==> src/rtl/imem_boot_sequencer.sv <==
// imem_boot_sequencer: sequences a single-port instruction memory through
// load, run and halt.
// - After reset it owns the memory write port.
// - It assembles little-endian host bytes into 32-bit words and writes them
//   from address 0 upward.
// - On the final word it releases the processor, and the memory address then
//   follows the program counter.
// - Halt and PC-range faults are reported, and a restart pulse returns the
//   block to IDLE.
// A byte is taken only when ld_valid and ld_ready are both high. ld_ready
// drops during the single write cycle that ends a load (final word or
// overflow), so no byte can be taken and then silently lost.
// Optional feature: define IMEM_SEQ_CHECKSUM_EN to require one XOR checksum
// word after the final program word before the processor is released.
module imem_boot_sequencer #(
  parameter int DEPTH = 128,
  parameter int AW    = 7
) (
  input  logic          clk,
  input  logic          reset,
  input  logic          restart,
  input  logic          ld_valid,
  input  logic [7:0]    ld_data,
  input  logic          ld_last,
  output logic          ld_ready,
  input  logic [31:0]   cpu_pc,
  input  logic          cpu_halt,
  output logic          cpu_run,
  output logic          mem_we,
  output logic [AW-1:0] mem_addr,
  output logic [31:0]   mem_din,
  output logic [AW:0]   word_cnt,
  output logic          done,
  output logic          load_err,
  output logic          pc_fault
);

`ifdef IMEM_SEQ_CHECKSUM_EN
  typedef enum logic [2:0] {IDLE, LOAD, RUN, HALTED, ERR, CHK} state_t;
`else
  typedef enum logic [2:0] {IDLE, LOAD, RUN, HALTED, ERR} state_t;
`endif

  localparam logic [AW:0]   LAST_ADDR = (AW+1)'(DEPTH - 1);
  localparam logic [31:0]   PC_LIMIT  = 32'(DEPTH);

  state_t       state;
  state_t       next_state;
  logic [1:0]   byte_idx;
  logic [23:0]  word_buf;
  logic         wr_pend;
  logic [31:0]  wr_data;
  logic         fin_pend;
  logic         ovf_pend;
  logic         accept;
  logic         take_word;
  logic         set_load_err;
  logic         set_pc_fault;
  logic         set_done;
  logic         do_restart;
`ifdef IMEM_SEQ_CHECKSUM_EN
  logic [31:0]  csum;
`endif

  assign accept    = ld_valid & ld_ready;
  assign take_word = accept && (byte_idx == 2'd3) && (state == LOAD);
  assign mem_we    = wr_pend;
  assign mem_din   = wr_data;

  // Next-state decode, handshake and address mux; status set/clear requests
  always_comb begin
    next_state   = state;
    ld_ready     = 1'b0;
    cpu_run      = 1'b0;
    mem_addr     = word_cnt[AW-1:0];
    set_load_err = 1'b0;
    set_pc_fault = 1'b0;
    set_done     = 1'b0;
    do_restart   = 1'b0;
    case (state)
      IDLE: begin
        ld_ready = 1'b1;
        if (ld_valid) begin
          if (ld_last) begin
            next_state   = ERR;
            set_load_err = 1'b1;
          end else begin
            next_state = LOAD;
          end
        end
      end
      LOAD: begin
        ld_ready = !(fin_pend || ovf_pend);
        if (fin_pend) begin
`ifdef IMEM_SEQ_CHECKSUM_EN
          next_state = CHK;
`else
          next_state = RUN;
`endif
        end else if (ovf_pend) begin
          next_state   = ERR;
          set_load_err = 1'b1;
        end else if (ld_valid && ld_last && (byte_idx != 2'd3)) begin
          next_state   = ERR;
          set_load_err = 1'b1;
        end
      end
`ifdef IMEM_SEQ_CHECKSUM_EN
      CHK: begin
        ld_ready = 1'b1;
        if (ld_valid && (byte_idx == 2'd3)) begin
          if ({ld_data, word_buf} == csum) begin
            next_state = RUN;
          end else begin
            next_state   = ERR;
            set_load_err = 1'b1;
          end
        end
      end
`endif
      RUN: begin
        cpu_run  = 1'b1;
        mem_addr = cpu_pc[AW-1:0];
        if (cpu_pc >= PC_LIMIT) begin
          next_state   = ERR;
          set_pc_fault = 1'b1;
        end else if (cpu_halt) begin
          next_state = HALTED;
          set_done   = 1'b1;
        end
      end
      HALTED, ERR: begin
        if (restart) begin
          next_state = IDLE;
          do_restart = 1'b1;
        end
      end
      default: next_state = IDLE;
    endcase
  end

  // State register
  always_ff @(posedge clk or negedge reset) begin
    if (!reset) state <= IDLE;
    else        state <= next_state;
  end

  // Byte assembly, write pipeline, word counter and sticky status flags
  always_ff @(posedge clk or negedge reset) begin
    if (!reset) begin
      byte_idx <= 2'd0;
      word_buf <= 24'd0;
      wr_pend  <= 1'b0;
      wr_data  <= 32'd0;
      fin_pend <= 1'b0;
      ovf_pend <= 1'b0;
      word_cnt <= '0;
      done     <= 1'b0;
      load_err <= 1'b0;
      pc_fault <= 1'b0;
`ifdef IMEM_SEQ_CHECKSUM_EN
      csum     <= 32'd0;
`endif
    end else if (do_restart) begin
      byte_idx <= 2'd0;
      word_buf <= 24'd0;
      wr_pend  <= 1'b0;
      fin_pend <= 1'b0;
      ovf_pend <= 1'b0;
      word_cnt <= '0;
      done     <= 1'b0;
      load_err <= 1'b0;
      pc_fault <= 1'b0;
`ifdef IMEM_SEQ_CHECKSUM_EN
      csum     <= 32'd0;
`endif
    end else begin
      wr_pend  <= take_word;
      fin_pend <= take_word & ld_last;
      ovf_pend <= take_word & ~ld_last & (word_cnt == LAST_ADDR);
      if (accept) begin
        case (byte_idx)
          2'd0:    word_buf[7:0]   <= ld_data;
          2'd1:    word_buf[15:8]  <= ld_data;
          2'd2:    word_buf[23:16] <= ld_data;
          default: ;
        endcase
        byte_idx <= byte_idx + 2'd1;
      end
      if (take_word) wr_data <= {ld_data, word_buf};
      if (wr_pend) begin
        word_cnt <= word_cnt + 1'b1;
`ifdef IMEM_SEQ_CHECKSUM_EN
        csum     <= csum ^ wr_data;
`endif
      end
      if (set_load_err) load_err <= 1'b1;
      if (set_pc_fault) pc_fault <= 1'b1;
      if (set_done)     done     <= 1'b1;
    end
  end

endmodule

==> config.mk <==
export PLATFORM = sky130hd
export DESIGN_NAME = imem_boot_sequencer
export DESIGN_NICKNAME = d
export VERILOG_FILES = /design/src/rtl/imem_boot_sequencer.sv
export SDC_FILE = /design/constraint.sdc
export NUM_CORES = 1
export LEC_CHECK = 0
export CORE_ASPECT_RATIO = 1.25
export CORE_MARGIN = 2
export CORE_UTILIZATION = 48
export DETAILED_ROUTE_END_ITERATION = 8
export HOLD_SLACK_MARGIN = 0.05
export PLACE_DENSITY = 0.8
export SYNTH_ARGS = -nofsm -noshare
export SYNTH_HDL_FRONTEND = slang
export SYNTH_SLANG_ARGS = --single-unit
==> constraint.sdc <==
create_clock -name clk -period 3.12 [get_ports clk]
set_clock_uncertainty 0.2 [all_clocks]
set_input_delay 0.936 -clock clk [delete_from_list [all_inputs] [get_ports clk]]
set_output_delay 0.936 -clock clk [all_outputs]
set_load 0.005 [all_outputs]
; ---- After elaboration in Yosys (flattened, before gate mapping)
; Cells that the tools add are included.
[totals]
regBits = 75
elab_cells = 100
[classes]
n_reduce_logical = 22
n_mux = 43
n_lt_le_gt_ge = 1
n_eq_ne = 13
n_addsub = 2
n_bitwise = 6
[ops]
columns = operator, count
row1 = two-way mux 24 bit, 2
row2 = two-way mux 8 bit, 5
row3 = ">= comparator 32 x 8 -> 1 bit, second input constant", 1
row4 = two-way mux 3 bit, 8
row5 = two-way mux 1 bit, 22
row6 = nonzero test 2 bit, 8
row7 = one-hot mux 3 bit (4 select lines), 1
row8 = "adder 8 x 1 -> 8 bit, second input constant", 1
row9 = "equality test 8 x 7 -> 1 bit, second input constant", 1
row10 = AND reduction 2 bit, 4
row11 = two-way mux 7 bit, 1
row12 = "equality test 3 x 2 -> 1 bit, second input constant", 2
row13 = "inequality test 2 bit, second input constant", 3
row14 = bitwise AND 1 bit, 4
row15 = "equality test 2 bit, second input constant", 2
row16 = logical AND 1 bit, 4
row17 = two-way mux 2 bit, 2
row18 = "inequality test 4 x 3 -> 1 bit, second input constant", 1
row19 = one-hot mux 1 bit (2 select lines), 2
row20 = AND reduction 4 bit, 1
row21 = "equality test 3 x 1 -> 1 bit, second input constant", 1
row22 = "equality test 3 bit, second input constant", 1
row23 = logical NOT 3 bit, 1
row24 = "inequality test 3 bit, second input constant", 1
row25 = 7 further kinds, 8

; ---- Longest topological paths before layout
; Gate-level depths: netlist of run 1.
[logic_depth]
word_depth = 9
ltp_mapped = 6

; ---- Worst setup path after synthesis of run 1
; No wires, ideal clock.
[synth_timing]
path_type = in2reg
startpoint = in ld_valid
endpoint = reg wr_data[0] (netlist: mem_din[0])
path_buffers = 3
arrival_ns = 2.351
setup_ns = 0.125
cell_stages = 6
t_required_ns = 2.795
setup_slack_ns = 0.444
cell_sequence = clkbuf_1 nand3_2 or4_1 buf_4 buf_6 mux2_4
[synth_via]
elab_chain_cells = 4
[synth_rtl]
columns = element, line
row1 = from (decl), 22  ; input logic ld_valid,
row2 = bitwise AND 1 bit, 65  ; assign accept = ld_valid & ld_ready;
row3 = logical AND 1 bit (2 in series), 66  ; assign take_word = accept && (byte_idx == 2'd3) && (state == LOAD);
row4 = AND reduction 2 bit (no line), --
row5 = to (signal assigned), 190  ; if (take_word) wr_data <= {ld_data, word_buf};
row6 = to (decl), 52  ; logic [31:0] wr_data;
; Every way passes these cells.
; A chain may end at the register's enable or synchronous reset.

; ---- Worst setup path after layout of run 1
[layout_timing]
startpoint = reg state[2]
endpoint = out cpu_run
[layout_via]
elab_chain_cells = 2
[layout_rtl]
columns = element, line
row1 = from (decl), 47  ; state_t state;
row2 = from (signal assigned), 145  ; else state <= next_state;
row3 = equality test 3 x 2 -> 1 bit, 80  ; case (state)
row4 = two-way mux 1 bit, 80
row5 = to (decl), 28  ; output logic cpu_run,
; Every way passes these cells.

==> impl_metrics.py, run 1 <==
metrics = {
    "hold_path": {
        "hold_class": "reg -> reg",
        "holdCritStartpoint": "word_buf[15]$_DFFE_PN0P_",
    },
    "global_routing": {
        "track_usage_pct": 21.7,
        "grt_pass1_vias": 2752,
        "grt_pass1_wl_um": 13300,
        "gr-total-overflow": 0,
        "grt_start_max_net_pins": 55,
        "antenna_found_initial": 0,
    },
    "yosys": {
        "yosys_warnings": 0,
        "synth_flop_cell": "dfrtp_1",
        "seq_area_frac_synth_pct": 53.9,
        "synth_cell_type_count": 42,
        "synth_edf_count": 0,
        "async_flop_share_pct": 100,
        "ys_ff_latch": 75,
        "avgSynthCellArea_um2": 11.9,
        "syn_area_um2": 3480,
        "syn_inst": 292,
        "syn_nets": 343,
    },
    "setup_path": {
        "startpoint": "state[2]$_DFFE_PN0P_",
        "required_ns": 1.98,
        "worstSetupEndpointType": "output port",
        "crit_family": "buffers and inverters",
        "crit_type": "reg -> out",
        "r2r-start": "state[2]$_DFFE_PN0P_",
        "cp_data_arrival_time_ns": 1.81,
        "path_max_fanout": 9,
        "path_buf_inv": 2,
        "start_kind": "flop",
        "crit_chain": "or3b_1, clkinv_1, clkdlybuf4s50_1",
        "crit_path_max_incr_delay_ns": 0.53,
        "cp_slowest_cell": "clkdlybuf4s50_1",
    },
    "drt": {
        "viasPerCell": 5.21,
        "drc": 0,
        "vias": 2582,
        "wl_um": 8140,
        "wl_per_cell_um": 16.4,
        "drt-pass1-iter-count": 4,
        "antenna_left": 0,
        "drt-initial-drc-count": 96,
    },
    "cells_and_area": {
        "layout-drive-gt1-share_pct": 16.7,
        "num_antenna_cells": 0,
        "multi_input_area_um2": 1500,
        "finalNonFillerCells": 496,
        "final_core_util_pct": 69.4,
        "fin_area_um2": 4840,
        "fin_nets": 452,
        "final-seq-area_um2": 1880,
        "area_delta_synth_final_pct": 39.1,
        "fillers": 542,
    },
    "cts": {
        "cts.sinks": 75,
        "cts_max_path_buffers": 2,
        "cts_hold_buf": 0,
        "cts_buffers": 9,
        "cts.repair.resized": 5,
        "clkLatencyLatePin_ns": 0.34,
        "cts_htree_levels": 3,
        "clk_pin_slew_ns": 0.08,
        "post-cts-setup-buffers": 0,
        "root_buffer": "clkbuf_8",
        "cts_tree": "yes",
    },
    "status": {
        "status": "completed",
    },
    "job": {
        "maxCapViolations": 0,
    },
    "timing": {
        "finalHoldViolCount": 0,
        "setup_violations": 0,
        "whs_ns": 0.310,
        "max_freq_mhz": 340,
        "slew_viol_final": 0,
        "rsz0062_at_grt": "false",
        "slew_headroom_pct": 56.4,
        "fin_crit_ns": 2.94,
        "tightest_slew_ns": 0.652,
        "post-route-period-util_pct": 94.3,
    },
    "pwr": {
        "p_total_uw": 3910,
        "cellPowerDensity_nw_per_um2": 808,
        "vdd_drop_max_v": 0.000545,
        "p_leak_uw": 0.00248,
    },
    "floorplanning": {
        "std_cell_rows": 34,
        "start_util_pct": 49.9,
        "fp.dieArea_um2": 7960,
        "ios": 99,
        "dieHeight_um": 99.2,
        "die_width_um": 80.2,
        "core_region_area_um2": 6980,
    },
    "placement": {
        "placed_cells": 480,
        "postPlaceCellArea_um2": 4620,
        "detailed_place_hpwl_um": 5740,
        "io_buffers": 98,
        "gp_congestion": 0.831,
    },
}
[synthesized netlist by cell type, drive strengths merged (3+ instances only)]
cell,count,area [um^2]
dfrtp,75,1880
nor2,42,160
mux2,32,462
mux2i,27,270
nand2,27,101
inv,9,33.8
clkbuf,8,30.0
nor4,7,43.8
nand4,6,37.5
xor2,6,52.6
a21oi,5,25.0
buf,5,46.3
ha,5,62.6
nand3,5,30.0
o21ai,5,36.3
nand2b,3,18.8
[kinds of logic after synthesis]
logic type	after synthesis	synth area share [%]
AND/OR/NAND/NOR	103	13.9
flip-flops	75	53.9
multiplexers	59	21.0
buffers and inverters	23	3.27
AO/OA/AOI/OAI	19	4.06
XOR/XNOR	8	2.01
adder cells (fa/ha/maj)	5	1.80
[report_power, final]
part / internal [uW] / total, uW / switching [uW]
logic: 956 / 1510 / 558
clock network: 457 / 801 / 343
registers: 1350 / 1600 / 246
total: 2770 / 3910 / 1150
[state kept, by name, indices dropped and copies added, names as in the netlist]
| name | cells |
|---|---|
| mem_we | 1 |
| word_buf | 24 |
| fin_pend | 1 |
| state | 3 |
| ovf_pend | 1 |
| done | 1 |
| load_err | 1 |
| word_cnt | 8 |
| pc_fault | 1 |
| mem_din | 32 |
| byte_idx | 2 |
[cells in the final DEF, fill, tap and decap left out, drive strengths merged, types with 2 or more instances in the layout]
| master | instances |
|---|---|
| nor4 | 7 |
| inv | 9 |
| mux2i | 27 |
| xor2 | 6 |
| dlygate4sd2 | 5 |
| ha | 5 |
| nand3 | 5 |
| o21a | 2 |
| or4 | 2 |
| dlymetal6s2s | 2 |
| nand3b | 2 |
| nor3 | 2 |
| nand2b | 3 |
| clkinv | 3 |
| nor2 | 42 |
| xnor2 | 2 |
| buf | 14 |
| o21ai | 5 |
| dfrtp | 75 |
| nand4 | 6 |
| nand2 | 27 |
| mux2 | 32 |
| clkbuf | 13 |
| clkdlybuf4s50 | 90 |
| a21oi | 5 |
[layer usage]
layer / GRT usage (%) / wire length (um) / vias to the layer above
li1: - / - / 1217
met1: 26.1 / 3330 / 1263
met2: 37.8 / 4100 / 94
met3: 5.90 / 632 / 8
met4: 6.52 / 78 / 0
met5: 0 / 0 / -
[worst paths after layout]
check / endpoint / slack, ns / cells after the start
min in group asynchronous: word_buf[16]$_DFFE_PN0P_ / 0.37 / 1
worst max register to register: mem_din[25]$_DFFE_PN0P_ / 0.67 / 7
max in group asynchronous: mem_din[25]$_DFFE_PN0P_ / 1.70 / 2
worst max-delay path: cpu_run / 0.18 / 3
worst min register to register: mem_din[15]$_DFFE_PN0P_ / 0.31 / 1
worst min-delay path: mem_din[15]$_DFFE_PN0P_ / 0.31 / 1
[metrics by stage]
| stage | setup slack [ns] | setup TNS (ns) |
|---|---|---|
| 5_1_grt | 0.0795 | 0 |
| 4_1_cts | 0.00332 | 0 |
| 2_1_floorplan | 0.444 | 0 |
| 3_5_place_dp | -0.0275 | -0.0651 |
| 6_report | 0.178 | 0 |
| 3_3_place_gp | -0.0181 | -0.0181 |
[cell type report]
type,count,area share (%)
Sequential cell,75,38.7
Tap cell,90,2.32
Inverter,10,0.775
Timing Repair Buffer,111,22.7
Clock buffer,13,3.69
Clock inverter,3,0.904
Multi-Input combinational cell,194,30.9
[worst reg2reg max path: cells and delay by family, from the launching register on]
kind | cells | cell delay (ns)
buffers and inverters | 3 | 0.55
muxes | 1 | 0.33
DFF | 1 | 0.38
and+or+nand+nor | 3 | 0.89
Power figures use the tool's default switching activity.
==> inputs of run 2 (changes only) <==
- CORE_MARGIN: 2 -> not set
==> run 2 against run 1 <==
First-iteration DRC count rose by 68%. Fmax fell by 0.26%. Utilization fell by 0.70 points. Count of clock-buffer cells in the layout fell by 1.
==> impl_metrics.py, run 2 (same netlist as run 1, synthesis figures left out) <==
metrics = {
    "status": {
        "status": "completed",
    },
    "hold_path": {
        "holdCritStartpoint": "mem_din[12]$_DFFE_PN0P_",
        "min_to": "mem_din[12]$_DFFE_PN0P_",
        "hold-path-cell-count": 1,
        "hold_class": "reg -> reg",
    },
    "pwr": {
        "vdd_drop_max_v": 0.000523,
        "p_leak_uw": 0.00244,
        "p_switching_uw": 1120,
        "cellPowerDensity_nw_per_um2": 784,
        "p_comb_share_pct": 39.8,
        "power.clock.fraction_pct": 17.9,
        "seqPwrFrac_pct": 42.3,
        "cell_internal_pwr_uw": 2640,
        "p_total_uw": 3760,
        "sw_frac_of_total_pct": 29.9,
    },
    "cells_and_area": {
        "final_cell_mix": "clkdlybuf4s50_1 (90), dfrtp_1 (75), nor2_1 (41)",
        "mostFrequentLayoutCell": "clkdlybuf4s50_1",
        "finalNonFillerCells": 497,
        "layout-drive-gt1-share_pct": 16.7,
        "final_core_util_pct": 68.7,
        "largest_reg_flops": 32,
        "num_antenna_cells": 0,
        "area_delta_synth_final_pct": 37.7,
        "fin_nets": 453,
    },
    "drt": {
        "wl_um": 7700,
        "drt-pass1-iter-count": 6,
        "viasPerCell": 5.28,
        "drc": 0,
        "drt-initial-drc-count": 161,
        "antenna_left": 0,
        "vias": 2626,
        "wl_per_cell_um": 15.5,
    },
    "placement": {
        "detailed_place_hpwl_um": 5280,
        "dpl_worst_slack_ns": -0.0275,
        "gp_congestion": 0.829,
        "placed_cells": 481,
        "io_buffers": 98,
    },
    "setup_path": {
        "crit_type": "reg -> out",
        "r2r_slack_ns": 0.68,
        "cp_slowest_cell": "clkdlybuf4s50_1",
        "required_ns": 1.98,
        "path_max_fanout": 9,
        "r2r_cells": 7,
        "crit_path_max_incr_delay_ns": 0.52,
        "crit_family": "buffers and inverters",
        "r2r_end": "mem_din[0]$_DFFE_PN0P_",
        "path_buf_inv": 2,
        "worstSetupEndpointType": "output port",
        "cp_data_arrival_time_ns": 1.81,
        "start_kind": "flop",
        "crit_chain": "or3b_1, clkinv_1, clkdlybuf4s50_1",
        "r2r-start": "state[2]$_DFFE_PN0P_",
    },
    "timing": {
        "fin_crit_ns": 2.95,
        "worst_slack_ns": 0.170,
        "setup_violations": 0,
        "post-route-period-util_pct": 94.5,
        "finalHoldViolCount": 0,
        "slew_viol_final": 0,
        "rsz0062_at_grt": "false",
        "tightest_slew_ns": 0.627,
        "max_freq_mhz": 339,
        "slew_headroom_pct": 58.0,
        "fin_tns_setup_ns": 0,
    },
    "global_routing": {
        "grt_start_max_net_pins": 50,
        "grt_pass1_vias": 2543,
        "gr-total-overflow": 0,
        "antenna_found_initial": 0,
        "track_usage_pct": 21.4,
        "grt_pass1_wl_um": 12600,
    },
    "cts": {
        "cts_tree": "yes",
        "cts_hold_buf": 0,
        "post-cts-setup-buffers": 0,
        "clk_pin_slew_ns": 0.08,
        "cts_buffers": 9,
        "cts_htree_levels": 3,
        "cts.sinks": 75,
        "clkLatencyLatePin_ns": 0.34,
        "root_buffer": "clkbuf_8",
        "cts_max_path_buffers": 2,
    },
    "floorplanning": {
        "std_cell_rows": 34,
        "ios": 99,
        "dieHeight_um": 97.2,
        "die_width_um": 78.2,
        "start_util_pct": 49.9,
        "fp.dieArea_um2": 7600,
        "core_region_area_um2": 6980,
    },
    "job": {
        "maxCapViolations": 0,
    },
}
## run 2: cell type report
type | count | area, um^2
well taps | 90 | 113
clock buffers | 12 | 155
fillers | 535 | 2180
repair buffers | 112 | 1090
clock inverters | 4 | 25.0
multi-input cells | 194 | 1500
flip-flops and latches | 75 | 1880
inverters | 10 | 37.5
## run 2: through the flow
step	cell area [um^2]	hold WS (ns)
floorplan	3480	0.280
global placement	4620	0.286
detailed placement	4620	0.292
CTS	4790	0.310
global route	4790	0.327
finish	4790	0.306
## run 2: power groups by stage
stage | Combinational, uW | Clock (uW) | Sequential, uW
after floorplan | 765 | 0 | 1580
after global placement | 1480 | 0 | 1590
after detailed placement | 1510 | 0 | 1600
after CTS | 1510 | 688 | 1590
after global routing | 1630 | 734 | 1640
final | 1500 | 673 | 1590
## run 2: worst max path at each step
stage	endpoint	cells after the start	start
global placement	mem_addr[0]	4	cpu_pc[0]
floorplan	mem_din[0]$_DFFE_PN0P_	6	ld_valid
CTS	mem_addr[6]	4	cpu_pc[6]
finish	cpu_run	3	state[2]$_DFFE_PN0P_
detailed placement	mem_addr[4]	4	cpu_pc[4]
global route	cpu_run	3	state[2]$_DFFE_PN0P_
## run 2: layer usage
layer | routed length [um] | up-vias | part of all wire (%) | GRT usage, %
li1 | - | 1225 | - | -
met1 | 3220 | 1286 | 42 | 27.3
met2 | 3740 | 106 | 49 | 34.3
met3 | 624 | 9 | 8.1 | 6.10
met4 | 105 | 0 | 1.4 | 8.12
met5 | 0 | - | 0 | 0
## run 2: worst register-to-register path, stage by stage, from the launching register on
cell,delay (ns)
dfrtp_1,0.38
buf_4,0.17
nor2_2,0.12
buf_4,0.15
nand3_2,0.08
or4_2,0.66
buf_12,0.22
mux2_4,0.35
## run 2: what timing repair did
item	CTS	global route
gates resized for setup	6	1
endpoints found under the setup margin	6	1
endpoints found under the hold margin	0	0
==> inputs of run 3 (changes only) <==
- CORE_UTILIZATION: 48 -> 49
- CTS_BUF_LIST: not set -> sky130_fd_sc_hd__clkbuf_4
- PLACE_DENSITY: 0.8 -> 0.82
- clock period: 3.12 -> 3.15 ns (I/O delays scaled with it)
==> run 3 against run 2 <==
Combinational power about the same. Final area increased by 0.26%. Total power increased by 1.3%. Clock power increased by 8.5%. Sequential power about the same. Highest routed layer unchanged.
==> impl_metrics.py, run 3 (same netlist as run 1, synthesis figures left out) <==
metrics = {
    "status": {
        "status": "completed",
    },
    "placement": {
        "postPlaceCellArea_um2": 4600,
        "placed_cells": 478,
        "detailed_place_hpwl_um": 5460,
        "gp_congestion": 0.762,
        "io_buffers": 98,
        "dpl_worst_slack_ns": -0.00651,
    },
    "cells_and_area": {
        "mostFrequentLayoutCell": "clkdlybuf4s50_1",
        "num_antenna_cells": 0,
        "layout-drive-gt1-share_pct": 16.6,
        "fin_area_um2": 4810,
        "fin_nets": 451,
        "finalNonFillerCells": 494,
        "final_cell_mix": "clkdlybuf4s50_1 (90), dfrtp_1 (75), nor2_1 (41)",
        "area_delta_synth_final_pct": 38.1,
        "largest_reg_flops": 32,
    },
    "cts": {
        "clk_pin_slew_ns": 0.12,
        "cts.sinks": 75,
        "cts_htree_levels": 3,
        "cts_tree": "yes",
        "root_buffer": "clkbuf_4",
        "cts_max_path_buffers": 2,
        "clkLatencyLatePin_ns": 0.41,
        "cts_hold_buf": 0,
        "cts_buffers": 9,
    },
    "pwr": {
        "cell_internal_pwr_uw": 2690,
        "p_comb_share_pct": 39.4,
        "p_switching_uw": 1120,
        "p_leak_uw": 0.00250,
        "sw_frac_of_total_pct": 29.4,
        "seqPwrFrac_pct": 41.4,
        "cellPowerDensity_nw_per_um2": 793,
        "power.clock.fraction_pct": 19.2,
        "vdd_drop_max_v": 0.000492,
    },
    "timing": {
        "max_freq_mhz": 337,
        "fin_crit_ns": 2.97,
        "rsz0062_at_grt": "false",
        "tightest_slew_ns": 0.929,
        "worst_slack_ns": 0.184,
        "slew_viol_final": 0,
        "setup_violations": 0,
        "slew_headroom_pct": 38.1,
        "post-route-period-util_pct": 94.1,
        "finalHoldViolCount": 0,
    },
    "setup_path": {
        "cp_slowest_cell": "clkdlybuf4s50_1",
        "worstSetupEndpointType": "output port",
        "required_ns": 2.00,
        "crit_type": "reg -> out",
        "path_max_fanout": 9,
        "cp_data_arrival_time_ns": 1.82,
        "crit_path_max_incr_delay_ns": 0.49,
        "start_kind": "flop",
        "crit_chain": "or3b_4, inv_6, clkdlybuf4s50_1",
    },
    "floorplanning": {
        "die_width_um": 77.4,
        "dieHeight_um": 96.3,
        "ios": 99,
        "core_region_area_um2": 6930,
        "std_cell_rows": 34,
        "start_util_pct": 50.2,
        "fp.dieArea_um2": 7450,
    },
    "global_routing": {
        "track_usage_pct": 22.9,
        "grt_pass1_wl_um": 13000,
        "grt_pass1_vias": 2695,
        "antenna_found_initial": 0,
        "grt_start_max_net_pins": 76,
        "gr-total-overflow": 0,
    },
    "drt": {
        "wl_per_cell_um": 16.1,
        "antenna_left": 0,
        "viasPerCell": 5.35,
        "drt-initial-drc-count": 152,
        "drc": 0,
        "vias": 2644,
        "drt-pass1-iter-count": 6,
        "wl_um": 7970,
    },
    "job": {
        "maxCapViolations": 0,
    },
    "hold_path": {
        "hold_class": "reg -> reg",
    },
}
[run 3: cell count changes in the layout (fill, tap and decap cells not counted), moves of 2 or more]
cell | before | now
clkinv_2 | 2 | 0
clkbuf_8 | 11 | 0
clkinvlp_4 | 2 | 0
buf_4 | 14 | 11
bufinv_16 | 0 | 3
dlymetal6s2s_1 | 1 | 5
dlygate4sd2_1 | 6 | 2
clkbuf_4 | 0 | 10
[run 3: layout make-up]
type                       count  area [um^2]
clock buffer                  10         75.1
sequential                    75         1880
fill                         511         2130
multi-input combinational    194         1500
clock inverter                 5          103
inverter                      10         42.5
timing repair buffer         110         1100
tap                           90          113
[run 3: what timing repair did]
item | in CTS | in global routing
cloned | 0 | 0
gates resized for setup | 3 | 10
pin swaps | 0 | 1
endpoints found under the hold margin | 0 | 0
setup buffers | 0 | 1
endpoints found under the setup margin | 5 | 5
[run 3: layer usage]
layer | GRT usage [%] | wire length, um | vias to the layer above
met3 | 7.68 | 598 | 13
li1 | - | - | 1224
met2 | 40.3 | 3960 | 102
met4 | 8.02 | 117 | 0
met5 | 0 | 0 | -
met1 | 26.2 | 3290 | 1305
[run 3: metrics by stage]
stage	power, uW	hold slack [ns]	utilization [%]	setup TNS [ns]
5_1_grt	4070	0.330	69.3	0
3_5_place_dp	3090	0.291	66.3	-0.00651
6_report	3810	0.308	69.3	0
3_3_place_gp	3040	0.288	66.3	0
2_1_floorplan	2320	0.280	-	0
4_1_cts	3850	0.304	68.8	0
[run 3: power by group through the flow]
| stage | Combinational, uW | Clock [uW] | Sequential [uW] |
|---|---|---|---|
| global placement | 1460 | 0 | 1570 |
| global route | 1650 | 796 | 1620 |
| CTS | 1520 | 747 | 1580 |
| floorplan | 758 | 0 | 1570 |
| detailed placement | 1510 | 0 | 1580 |
| finish | 1500 | 730 | 1580 |
[run 3: final timing paths]
path / from / to / slack, ns / depth (start not counted)
setup / recovery: state[2]$_DFFE_PN0P_ / cpu_run / 0.18 / 3
hold / removal: word_buf[10]$_DFFE_PN0P_ / mem_din[10]$_DFFE_PN0P_ / 0.31 / 1
setup reg to reg: state[2]$_DFFE_PN0P_ / mem_din[26]$_DFFE_PN0P_ / 0.66 / 7
hold reg to reg: word_buf[10]$_DFFE_PN0P_ / mem_din[10]$_DFFE_PN0P_ / 0.31 / 1
max in group asynchronous: reset / mem_din[27]$_DFFE_PN0P_ / 1.67 / 1
min in group asynchronous: reset / mem_din[12]$_DFFE_PN0P_ / 0.45 / 1
[run 3: critical path, delay by kind of cell (launching register included)]
family	cells	cell delay, ns
buf+inv	2	0.59
simple gates	1	0.41
flops	1	0.40
